File: src/rtl/layer0_input_packer.sv
// Quantizes a stream of signed feature samples and packs each full vector
// into a flat word for the layer-0 neuron LUTs, behind a registered valid/ready.
module layer0_input_packer #(
    parameter int unsigned NUM_FEAT = 16,
    parameter int unsigned SAMPLE_W = 8,
    parameter int unsigned FEAT_W   = 2,
    parameter int unsigned SHIFT    = 4
) (
    input  logic                         clk,
    input  logic                         rst,
    input  logic                         s_valid,
    output logic                         s_ready,
    input  logic [SAMPLE_W-1:0]          s_data,
    input  logic                         s_last,
    output logic                         m_valid,
    input  logic                         m_ready,
    output logic [NUM_FEAT*FEAT_W-1:0]   m_data,
    output logic                         err_len
);

    localparam int unsigned IDX_W = $clog2(NUM_FEAT);
    localparam int unsigned LOW_W = (NUM_FEAT - 1) * FEAT_W;
    localparam logic [IDX_W-1:0] LAST_IDX = IDX_W'(NUM_FEAT - 1);
    localparam logic signed [SAMPLE_W-1:0] QMAX = SAMPLE_W'((1 << FEAT_W) - 1);

    logic [IDX_W-1:0]           idx;
    // The top slot is never buffered: the final beat goes straight to m_data.
    logic [LOW_W-1:0]           fill;
    logic signed [SAMPLE_W-1:0] t;
    logic [FEAT_W-1:0]          q;
    logic                       at_last;
    logic                       take;

    assign t = $signed(s_data) >>> SHIFT;

    // Clamp the shifted sample into the unsigned feature range.
    always_comb begin
        q = '0;
        if (t[SAMPLE_W-1]) begin
            q = '0;
        end else if (t > QMAX) begin
            q = '1;
        end else begin
            q = t[FEAT_W-1:0];
        end
    end

    assign at_last = (idx == LAST_IDX);
    assign s_ready = !rst && !(at_last && m_valid && !m_ready);
    assign take    = s_valid && s_ready;

    always_ff @(posedge clk) begin
        if (rst) begin
            idx     <= '0;
            fill    <= '0;
            m_valid <= 1'b0;
            m_data  <= '0;
            err_len <= 1'b0;
        end else begin
            err_len <= 1'b0;
            if (m_valid && m_ready) begin
                m_valid <= 1'b0;
            end
            if (take) begin
                if (at_last) begin
                    m_data  <= {q, fill};
                    m_valid <= 1'b1;
                    idx     <= '0;
                    fill    <= '0;
                    err_len <= !s_last;
                end else if (s_last) begin
                    // Early last: drop the partial vector.
                    idx     <= '0;
                    fill    <= '0;
                    err_len <= 1'b1;
                end else begin
                    idx <= idx + IDX_W'(1);
                    for (int i = 0; i < int'(NUM_FEAT) - 1; i++) begin
                        if (idx == IDX_W'(i)) begin
                            fill[i*FEAT_W +: FEAT_W] <= q;
                        end
                    end
                end
            end
        end
    end

endmodule
File: config.mk
export PLATFORM = sky130hd
export DESIGN_NAME = layer0_input_packer
export DESIGN_NICKNAME = d
export VERILOG_FILES = /design/src/rtl/layer0_input_packer.sv
export SDC_FILE = /design/constraint.sdc
export NUM_CORES = 1
export LEC_CHECK = 0
export BUFFER_PORTS_ARGS = -buffer_cell sky130_fd_sc_hd__buf_2
export CAP_MARGIN = 40
export CORE_ASPECT_RATIO = 0.8
export CORE_UTILIZATION = 52
export DETAILED_ROUTE_END_ITERATION = 6
export PLACE_DENSITY = 0.75
export SYNTH_ARGS = -nofsm -noshare
export SYNTH_HDL_FRONTEND = slang
export SYNTH_SLANG_ARGS = --single-unit
File: constraint.sdc
create_clock -name clk -period 2.79 [get_ports clk]
set_input_delay 0.1395 -clock clk [delete_from_list [all_inputs] [get_ports clk]]
set_output_delay 0.1395 -clock clk [all_outputs]
set_load 0.005 [all_outputs]
* Word level (Yosys, flattened, before mapping)
Cells that the tools add are included.
** Operators by class
- Eq/ne operators :: 15
- Reduce and logical (&&, ||, !) cells :: 42
- Bitwise gates (word level) :: 1
- Add/subtract/negate cells :: 1
- Muxes and demuxes :: 26
- Order comparisons :: 1
** Operator list (count)
- 2-to-1 mux 30 bit :: 2
- nonzero test 3 bit :: 15
- 2-to-1 mux 2 bit :: 17
- equality test 4 bit (second input constant) :: 8
- AND reduction 2 bit :: 16
- equality test 4 x 3 -> 1 bit (second input constant) :: 4
- equality test 4 x 2 -> 1 bit (second input constant) :: 2
- 2-to-1 mux 4 bit :: 2
- logical AND 1 bit :: 5
- 2-to-1 mux 1 bit :: 5
- adder 4 x 1 -> 4 bit (second input constant) :: 1
- equality test 4 x 1 -> 1 bit (second input constant) :: 1
- > comparator 4 x 3 -> 1 bit (second input constant) :: 1
- zero test 1 bit :: 4
- zero test 4 bit :: 1
- OR reduction 2 bit :: 1
- inverter 1 bit :: 1
** Storage, ports and cells
- Output and inout port bits :: 35
- Input bits :: 13
- Register bits after elaboration :: 68
- Logic and storage cells :: 105

* Depth between registers and ports, before layout
Gate-level depths: netlist of run 1.
- Depth in word-level cells :: 8
- Gate-level depth with buffers :: 8
- Mapped depth without buffers :: 7

* Worst setup path before layout of run 1
Ideal clock, no wire load.
- Kind :: reg2reg
- From :: register idx[0]
- To :: register fill[6]
- Path slack :: 0.803 ns
- Data arrival time :: 1.915 ns
- Library setup time :: 0.072 ns
- Data required time :: 2.718 ns
- Clock period less this slack :: 1.987 ns
- Cell stages (with the launch flop) :: 8
- Buffers on the path :: 0
- Path through :: dfxtp_1 -> ha_1 -> and3_4 -> inv_2 -> ha_1 -> a21boi_0 -> and3_4 -> mux2i_1
** On the way
- Longest elaborated chain between the ends :: 7
- Elaborated cells between the ends (all ways) :: 10
- Classes of those cells :: eq/ne: 2; mux: 1; reduce/logical: 7
** Ends and longest elaborated chain
- start, declared :: RTL line 26 : logic [IDX_W-1:0] idx;
- start signal, assigned :: RTL line 77 : idx <= idx + IDX_W'(1);
- equality test 4 bit :: RTL line 48 : assign at_last = (idx == LAST_IDX);
- logical AND 1 bit (2 in a row) :: RTL line 49 : assign s_ready = !rst && !(at_last && m_valid && !m_ready);
- zero test 1 bit :: RTL line 49
- logical AND 1 bit :: RTL line 49
- logical AND 1 bit :: RTL line 50 : assign take = s_valid && s_ready;
- AND reduction 2 bit (no line)
- end signal, assigned by index :: RTL line 80 : fill[i*FEAT_W +: FEAT_W] <= q;
- end, declared :: RTL line 28 : logic [LOW_W-1:0] fill;
Several ways; a longest one is shown, not always the timed one.
A chain may end at the register's enable or synchronous reset.

* Worst setup path in the final report of run 1
- From :: register idx[0]
- To :: output s_ready
** On the way
- Longest elaborated chain between the ends :: 5
** Ends and longest elaborated chain
- equality test 4 bit :: RTL line 48
- logical AND 1 bit (2 in a row) :: RTL line 49
- zero test 1 bit :: RTL line 49
- logical AND 1 bit :: RTL line 49
- end, declared :: RTL line 12 : output logic s_ready,
Every way passes these cells.

==> results.rst, run 1 <==
.. list-table::
   :header-rows: 1

   * - Metric
     - Value
   * - Core Box Area
     - 0.00509 mm^2
   * - Total of flip-flops plus latches after synthesis
     - 68
   * - Overall die area
     - 0.00571 mm^2
   * - Number of global-route vias before repair
     - 1911
   * - Worst setup skew after layout
     - 0.00338 ns
   * - Total I/O pin count
     - 48
   * - Kind of capture point of the worst setup path
     - output pin
   * - DRC violations left
     - 10
   * - Number of placement rows
     - 23
   * - Dominant combinational cell family by area after synthesis
     - simple AND/OR/NAND/NOR gates
   * - Leading cell types by total area after synthesis
     - dfxtp_1 48%, mux2i_1 11%, nand2_1 9.1%
   * - Largest fanout on the critical path
     - 17
   * - H-tree levels
     - 3
   * - Count of buffers added by post-CTS timing repair for setup
     - 0
   * - Total of endpoints with negative setup slack in the final report
     - 0
   * - DRC marker count from the first detailed-route iteration
     - 92
   * - Clock root buffer
     - clkbuf_8
   * - Net count after synthesis
     - 333
   * - Hold Crit Start
     - s_data[7]
   * - Share of synthesized area spent on multiplexers
     - 0.107
   * - Unrepaired setup endpoints after global routing
     - false
   * - Outcome
     - finished, violations left
   * - Adder-cell area share of the yosys netlist
     - 0.0222
   * - Crit path required time
     - 2.65 ns
   * - Area fraction in compound gates after synthesis
     - 0.0925
   * - Fraction of the mapped netlist area in simple logic gates
     - 0.250
   * - Number of nets with antenna violations after routing
     - 0
   * - Number of detailed-route iterations in the first pass
     - 7
   * - Post-layout instance count excluding filler cells
     - 420
   * - Max Slew Vio Count
     - 0
   * - Clock period minus final worst setup slack
     - 2.39 ns
   * - TritonCTS buffer count
     - 9
   * - Primary flip-flop cell chosen by synthesis mapping
     - dfxtp_1
   * - Count of flip-flops with a built-in enable after synthesis
     - 0
   * - Yosys warning count
     - 0
   * - Worst hold margin
     - 0.104 ns
   * - Synth area leader
     - dfxtp_1
   * - Cells after DPL
     - 405
   * - Class of the most critical setup path
     - reg2out
   * - Largest net degree at the start of global routing
     - 70
   * - Critical register-to-register path startpoint
     - idx[0]
   * - Transition time at the pin with the least slew margin
     - 0.655 ns
   * - Total global-route track usage
     - 0.202
   * - Initial antenna violation count
     - 0
   * - Number of distinct library cells after synthesis
     - 29
   * - Placed standard-cell area
     - 0.00305 mm^2
   * - Number of port buffers
     - 43
   * - Detailed placement HPWL
     - 3530 um
   * - Sequential-to-total area share from yosys stat
     - 0.484
   * - Category of the worst setup path launch point
     - register
   * - Leakage power figure
     - 0.00137 uW
   * - Total clock sinks
     - 68
   * - Final sum of negative setup slack
     - 0 ns
   * - Synthesis-to-finish area growth
     - 15.1%
   * - Gate count of the mapped netlist
     - 315
   * - Share of synthesized flip-flops with an asynchronous set or reset
     - 0
   * - Diodes inserted
     - 0
   * - Post-detailed-route wirelength per cell
     - 12.7 um
   * - Vias/cell
     - 5.17
   * - Worst setup path startpoint
     - idx[0]
   * - Fraction of layout instances using a drive strength above 1
     - 0.209
   * - Violated checks
     - DRC
   * - RD Place Congestion
     - 0.818
   * - Path type of the worst min-delay path
     - in2reg
   * - Maximum clock insertion buffer count
     - 2
   * - Avg Cell Area, Syn
     - 8.93 um^2
   * - Total number of vias
     - 2173
   * - Worst relative slew slack
     - 0.559
   * - Mapped Area
     - 0.00281 mm^2
   * - XOR/XNOR share of the synthesized area
     - 0
   * - Depth of the worst register-to-register path
     - 7
   * - Post-synth top area share
     - 0.484
   * - Post-layout nets
     - 372
   * - Final design instance area without fill
     - 0.00324 mm^2
   * - Drt total wl
     - 5320 um
   * - First-pass GRT wire length
     - 8800 um
   * - Max Cap Violations
     - 0
   * - Instance count along the most critical hold path
     - 4
   * - Commonest non-fill, non-tap cells in the layout
     - 68 x nand2_1, 68 x dfxtp_1, 43 x buf_2
   * - Clock tree from TritonCTS
     - yes
   * - Overflow left after global routing
     - 0
   * - Post-CTS resize count
     - 0
   * - Die outline width
     - 84.2 um
   * - Worst VDD drop
     - 427 uV
   * - End-of-flow core utilization
     - 0.636
   * - Clock latency on the worst-skew pair
     - 0.34 ns
   * - Hold Vio Cnt, Final
     - 0
   * - Worst endpoint data arrival time
     - 2.25 ns
   * - Vertical extent of the die
     - 67.8 um
   * - Max Clk Rate
     - 418 MHz
   * - Post-cts hold buffer count
     - 0
   * - Clk slew on worst S/H paths
     - 0.06 ns
   * - Initial standard-cell utilization of the core
     - 0.552
   * - Period Utilization, post-route
     - 0.858
   * - Power density cells
     - 574 mW/mm^2
-- per-layer routing --
| metal | up-vias | global-route usage | routed length (um) |
|---|---|---|---|
| li1 | 1117 | - | - |
| met1 | 1006 | 0.259 | 2730 |
| met2 | 41 | 0.310 | 2270 |
| met3 | 9 | 0.0611 | 237 |
| met4 | 0 | 0.108 | 87 |
| met5 | - | 0 | 0 |
-- flip-flops by register name, indices dropped and copies added, names as in the netlist --
signal,flops
fill,30
m_valid,1
err_len,1
m_data,32
idx,4
-- synth_stat cells, types with 2 or more instances --
master	number
a21boi_1	3
clkbuf_1	14
nor2_1	6
dfxtp_1	68
o21ai_1	3
o21ai_0	5
nand3_1	6
nand2b_1	31
and3_4	5
mux2i_1	30
buf_2	5
a21oi_1	35
nand3_2	8
nand3b_1	2
inv_1	9
ha_1	5
nand2_1	68
-- cell families after synthesis --
group,after synthesis
adders and majority gates,5
and+or+nand+nor,133
buffers and inverters,30
DFF,68
AOI/OAI and AO/OA,49
muxes,30
-- cell type report --
class	instances	area [um^2]
clock buffer	13	149
inverter	10	37.5
multi-input combinational	217	1330
timing repair buffer	48	253
sequential	68	1360
clock inverter	2	35.0
tap	62	77.6
fill	446	1860
-- final timing paths --
check / end / slack [ns]
hold / removal: m_data[30] / 0.10
setup reg to reg: fill[7] / 0.47
setup / recovery: s_ready / 0.40
hold reg to reg: m_data[3] / 0.45
-- critical path, stage by stage (launching register included) --
cell and delay, ns:
dfxtp_1 0.45, ha_1 0.29, and3_4 0.25, inv_2 0.05
or2_1 0.48, nor2b_1 0.25, buf_2 0.15
-- stage by stage --
| step | total power [uW] | setup slack (ns) |
|---|---|---|
| after floorplan | 1090 | 0.803 |
| after global placement | 1110 | 0.559 |
| after detailed placement | 1110 | 0.491 |
| after CTS | 1880 | 0.382 |
| after global routing | 1930 | 0.254 |
| final | 1860 | 0.396 |
-- report_power, final --
group / switching, uW / leakage (uW) / internal [uW]
clock network: 338 / 0.0000935 / 432
registers: 7.54 / 0.000549 / 983
logic: 56.3 / 0.000732 / 41.9
(Power assumes the default switching activity.)
==> run 2, diff against run 1 <==
--- a/config.mk
+++ b/config.mk
@@ -7,7 +7,7 @@
 export LEC_CHECK = 0
 export BUFFER_PORTS_ARGS = -buffer_cell sky130_fd_sc_hd__buf_2
 export CAP_MARGIN = 40
-export CORE_ASPECT_RATIO = 0.8
+export CORE_ASPECT_RATIO = 2
 export CORE_UTILIZATION = 52
 export DETAILED_ROUTE_END_ITERATION = 6
 export PLACE_DENSITY = 0.75
==> constraint.sdc (replaced) <==
create_clock -name clk -period 2.79 [get_ports clk]
set_input_delay 0.558 -clock clk [delete_from_list [all_inputs] [get_ports clk]]
set_output_delay 0.558 -clock clk [all_outputs]
set_load 0.005 [all_outputs]
==> results.rst, run 2 (synthesized netlist as in run 1, its figures left out) <==
.. list-table::
   :header-rows: 1

   * - Metric
     - Value
   * - Largest Register
     - m_data (unchanged)
   * - Cells after DPL
     - 401 (was 405)
   * - Instance count along the most critical hold path
     - 2 (was 4)
   * - Commonest non-fill, non-tap cells in the layout
     - 68 x nand2_1, 68 x dfxtp_1, 43 x buf_2 (unchanged)
   * - Sequential share of power
     - 0.528 (was 0.533)
   * - Post-layout instance count excluding filler cells
     - 415 (was 420)
   * - DRC violations left
     - 0 (was 10)
   * - Max Cap Violations
     - 0 (unchanged)
   * - Die outline width
     - 54.0 um (was 84.2 um)
   * - Max FFs per register
     - 32 (unchanged)
   * - Total number of vias
     - 2146 (was 2173)
   * - Fill count
     - 479 (was 446)
   * - Depth of the worst register-to-register path
     - 7 (unchanged)
   * - Number of placement rows
     - 37 (was 23)
   * - First-pass GRT wire length
     - 9400 um (was 8800 um)
   * - Clock period minus final worst setup slack
     - 2.43 ns (was 2.39 ns)
   * - End-of-flow core utilization
     - 0.627 (was 0.636)
   * - Diodes inserted
     - 0 (unchanged)
   * - Hold Vio Cnt, Final
     - 0 (unchanged)
   * - Number of port buffers
     - 43 (unchanged)
   * - Critical register-to-register path startpoint
     - idx[0] (unchanged)
   * - Worst VDD drop
     - 484 uV (was 427 uV)
   * - End of the worst register-to-register path
     - fill[7] (unchanged)
   * - TritonCTS buffer count
     - 9 (unchanged)
   * - Detailed placement HPWL
     - 3720 um (was 3530 um)
   * - Crit path required time
     - 2.23 ns (was 2.65 ns)
   * - Post-cts hold buffer count
     - 0 (unchanged)
   * - Count of buffers added by post-CTS timing repair for setup
     - 0 (unchanged)
   * - Post-CTS resize count
     - 0 (unchanged)
   * - Core Box Area
     - 0.00518 mm^2 (was 0.00509 mm^2)
   * - Maximum clock insertion buffer count
     - 2 (unchanged)
   * - Endpoint with the worst hold slack
     - m_data[5] (was m_data[30])
   * - Unrepaired setup endpoints after global routing
     - false (unchanged)
   * - Worst setup skew after layout
     - 0.00573 ns (was 0.00338 ns)
   * - Clock tree from TritonCTS
     - yes (unchanged)
   * - Total of endpoints with negative setup slack in the final report
     - 0 (unchanged)
   * - Post-detailed-route wirelength per cell
     - 13.0 um (was 12.7 um)
   * - Initial antenna violation count
     - 0 (unchanged)
   * - Total global-route track usage
     - 0.226 (was 0.202)
   * - Overflow left after global routing
     - 0 (unchanged)
   * - Global-route track usage on met3
     - 0.0572 (was 0.0611)
   * - Largest fanout on the critical path
     - 7 (was 17)
   * - Overall die area
     - 0.00573 mm^2 (was 0.00571 mm^2)
   * - Sw frac
     - 0.213 (was 0.216)
   * - Clock latency on the worst-skew pair
     - 0.33 ns (was 0.34 ns)
   * - DRC marker count from the first detailed-route iteration
     - 53 (was 92)
   * - Clock root buffer
     - clkbuf_8 (unchanged)
   * - Met2 usage
     - 0.354 (was 0.310)
   * - Flop2flop setup slack
     - 0.46 ns (was 0.47 ns)
   * - Critical Path Slowest Stage Cell
     - dfxtp_1 (was or2_1)
   * - Peak-usage layer in the global routing report
     - met2 (unchanged)
   * - Delay of the slowest cell on the worst path
     - 0.45 ns (was 0.48 ns)
   * - Kind of capture point of the worst setup path
     - output pin (unchanged)
   * - Period Utilization, post-route
     - 0.870 (was 0.858)
   * - Area of combinational cells with multiple inputs
     - 0.00133 mm^2 (unchanged)
   * - Cell-internal power
     - 1480 uW (was 1460 uW)
   * - Worst endpoint data arrival time
     - 1.87 ns (was 2.25 ns)
   * - Max Slew Vio Count
     - 0 (unchanged)
   * - Final sum of negative setup slack
     - 0 ns (unchanged)
   * - Total clock sinks
     - 68 (unchanged)
   * - Drt total wl
     - 5390 um (was 5320 um)
   * - Synthesis-to-finish area growth
     - 15.6% (was 15.1%)
   * - Met1 capacity usage during global routing
     - 0.269 (was 0.259)
   * - Initial standard-cell utilization of the core
     - 0.542 (was 0.552)
   * - Leakage power figure
     - 0.00138 uW (was 0.00137 uW)
   * - Clk slew on worst S/H paths
     - 0.06 ns (about the same)
   * - Largest registers
     - m_data: 32 flops, fill: 30 flops, idx: 4 flops (unchanged)
   * - Transition time at the pin with the least slew margin
     - 0.744 ns (was 0.655 ns)
   * - Class of the most critical setup path
     - reg2out (unchanged)
   * - Path type of the worst min-delay path
     - reg2reg (was in2reg)
   * - Category of the worst setup path launch point
     - register (unchanged)
   * - Number of detailed-route iterations in the first pass
     - 4 (was 7)
   * - Vertical extent of the die
     - 106 um (was 67.8 um)
   * - Total I/O pin count
     - 48 (unchanged)
   * - RD Place Congestion
     - 0.805 (was 0.818)
   * - Fraction of layout instances using a drive strength above 1
     - 0.213 (was 0.209)
   * - Worst relative slew slack
     - 0.499 (was 0.559)
   * - H-tree levels
     - 3 (unchanged)
   * - Vias/cell
     - 5.17 (about the same)
   * - Comb pwr share
     - 0.052 (was 0.053)
   * - Part of the total power dissipated in the clock network
     - 0.419 (was 0.414)
   * - Outcome
     - finished clean (was finished, violations left)
   * - Largest net degree at the start of global routing
     - 36 (was 70)
   * - Net switching power
     - 399 uW (was 402 uW)
   * - Number of global-route vias before repair
     - 2054 (was 1911)
   * - Hold Crit Start
     - m_data[5] (was s_data[7])
   * - Max Clk Rate
     - 412 MHz (was 418 MHz)
   * - Power density cells
     - 577 mW/mm^2 (was 574 mW/mm^2)
   * - Critical path, cell by cell
     - ha_1 > and3_4 > inv_2 > or2_1 > nor2b_1 > buf_2 (unchanged)
   * - Post-layout nets
     - 372 (unchanged)
   * - Number of nets with antenna violations after routing
     - 0 (unchanged)
   * - Sequential cell area
     - 0.00136 mm^2 (unchanged)
-- run 2: worst max-delay path, delay by kind of cell, from the launching register on --
family        cells  cell delay, ns
buf+inv           2            0.18
simple gates      3            0.63
flops             1            0.45
fa+ha+maj         1            0.28
-- run 2: power by group through the flow --
stage                     Clock, uW  Combinational, uW  Sequential, uW
after detailed placement          0               98.6            1010
after CTS                       801               99.3             990
after global placement            0               97.4            1010
final                           786               98.4             990
after floorplan                   0               75.9            1010
after global routing            857                109             991
-- run 2: worst max-delay path by stage --
stage | startpoint | to | slack (ns) | cells after the start
after floorplan | idx[0] | s_ready | 0.70 | 7
after global placement | idx[0] | fill[6] | 0.51 | 7
after detailed placement | idx[0] | fill[7] | 0.45 | 7
after CTS | idx[0] | s_ready | 0.36 | 6
after global routing | idx[0] | s_ready | 0.24 | 6
final | idx[0] | s_ready | 0.36 | 6
-- run 2: metrics by stage --
step	power (uW)	instance area [um^2]	setup slack, ns	hold slack [ns]
after floorplan	1090	2810	0.699	0.432
after global placement	1110	3060	0.514	0.440
after detailed placement	1110	3060	0.451	0.444
after CTS	1890	3250	0.357	0.453
after global routing	1960	3250	0.238	0.467
final	1870	3250	0.363	0.449
-- run 2: area by class of cell --
cell class / instances / share of cell area
Tap cell: 58 / 0.0223
Sequential cell: 68 / 0.419
Inverter: 10 / 0.0115
Clock buffer: 12 / 0.0477
Clock inverter: 2 / 0.0108
Multi-Input combinational cell: 217 / 0.407
Timing Repair Buffer: 48 / 0.0816
-- run 2: layer usage --
metal / wire [um] / vias up
met1: 2320 / 977
met5: 0 / -
li1: - / 1116
met3: 191 / 11
met2: 2710 / 42
met4: 161 / 0
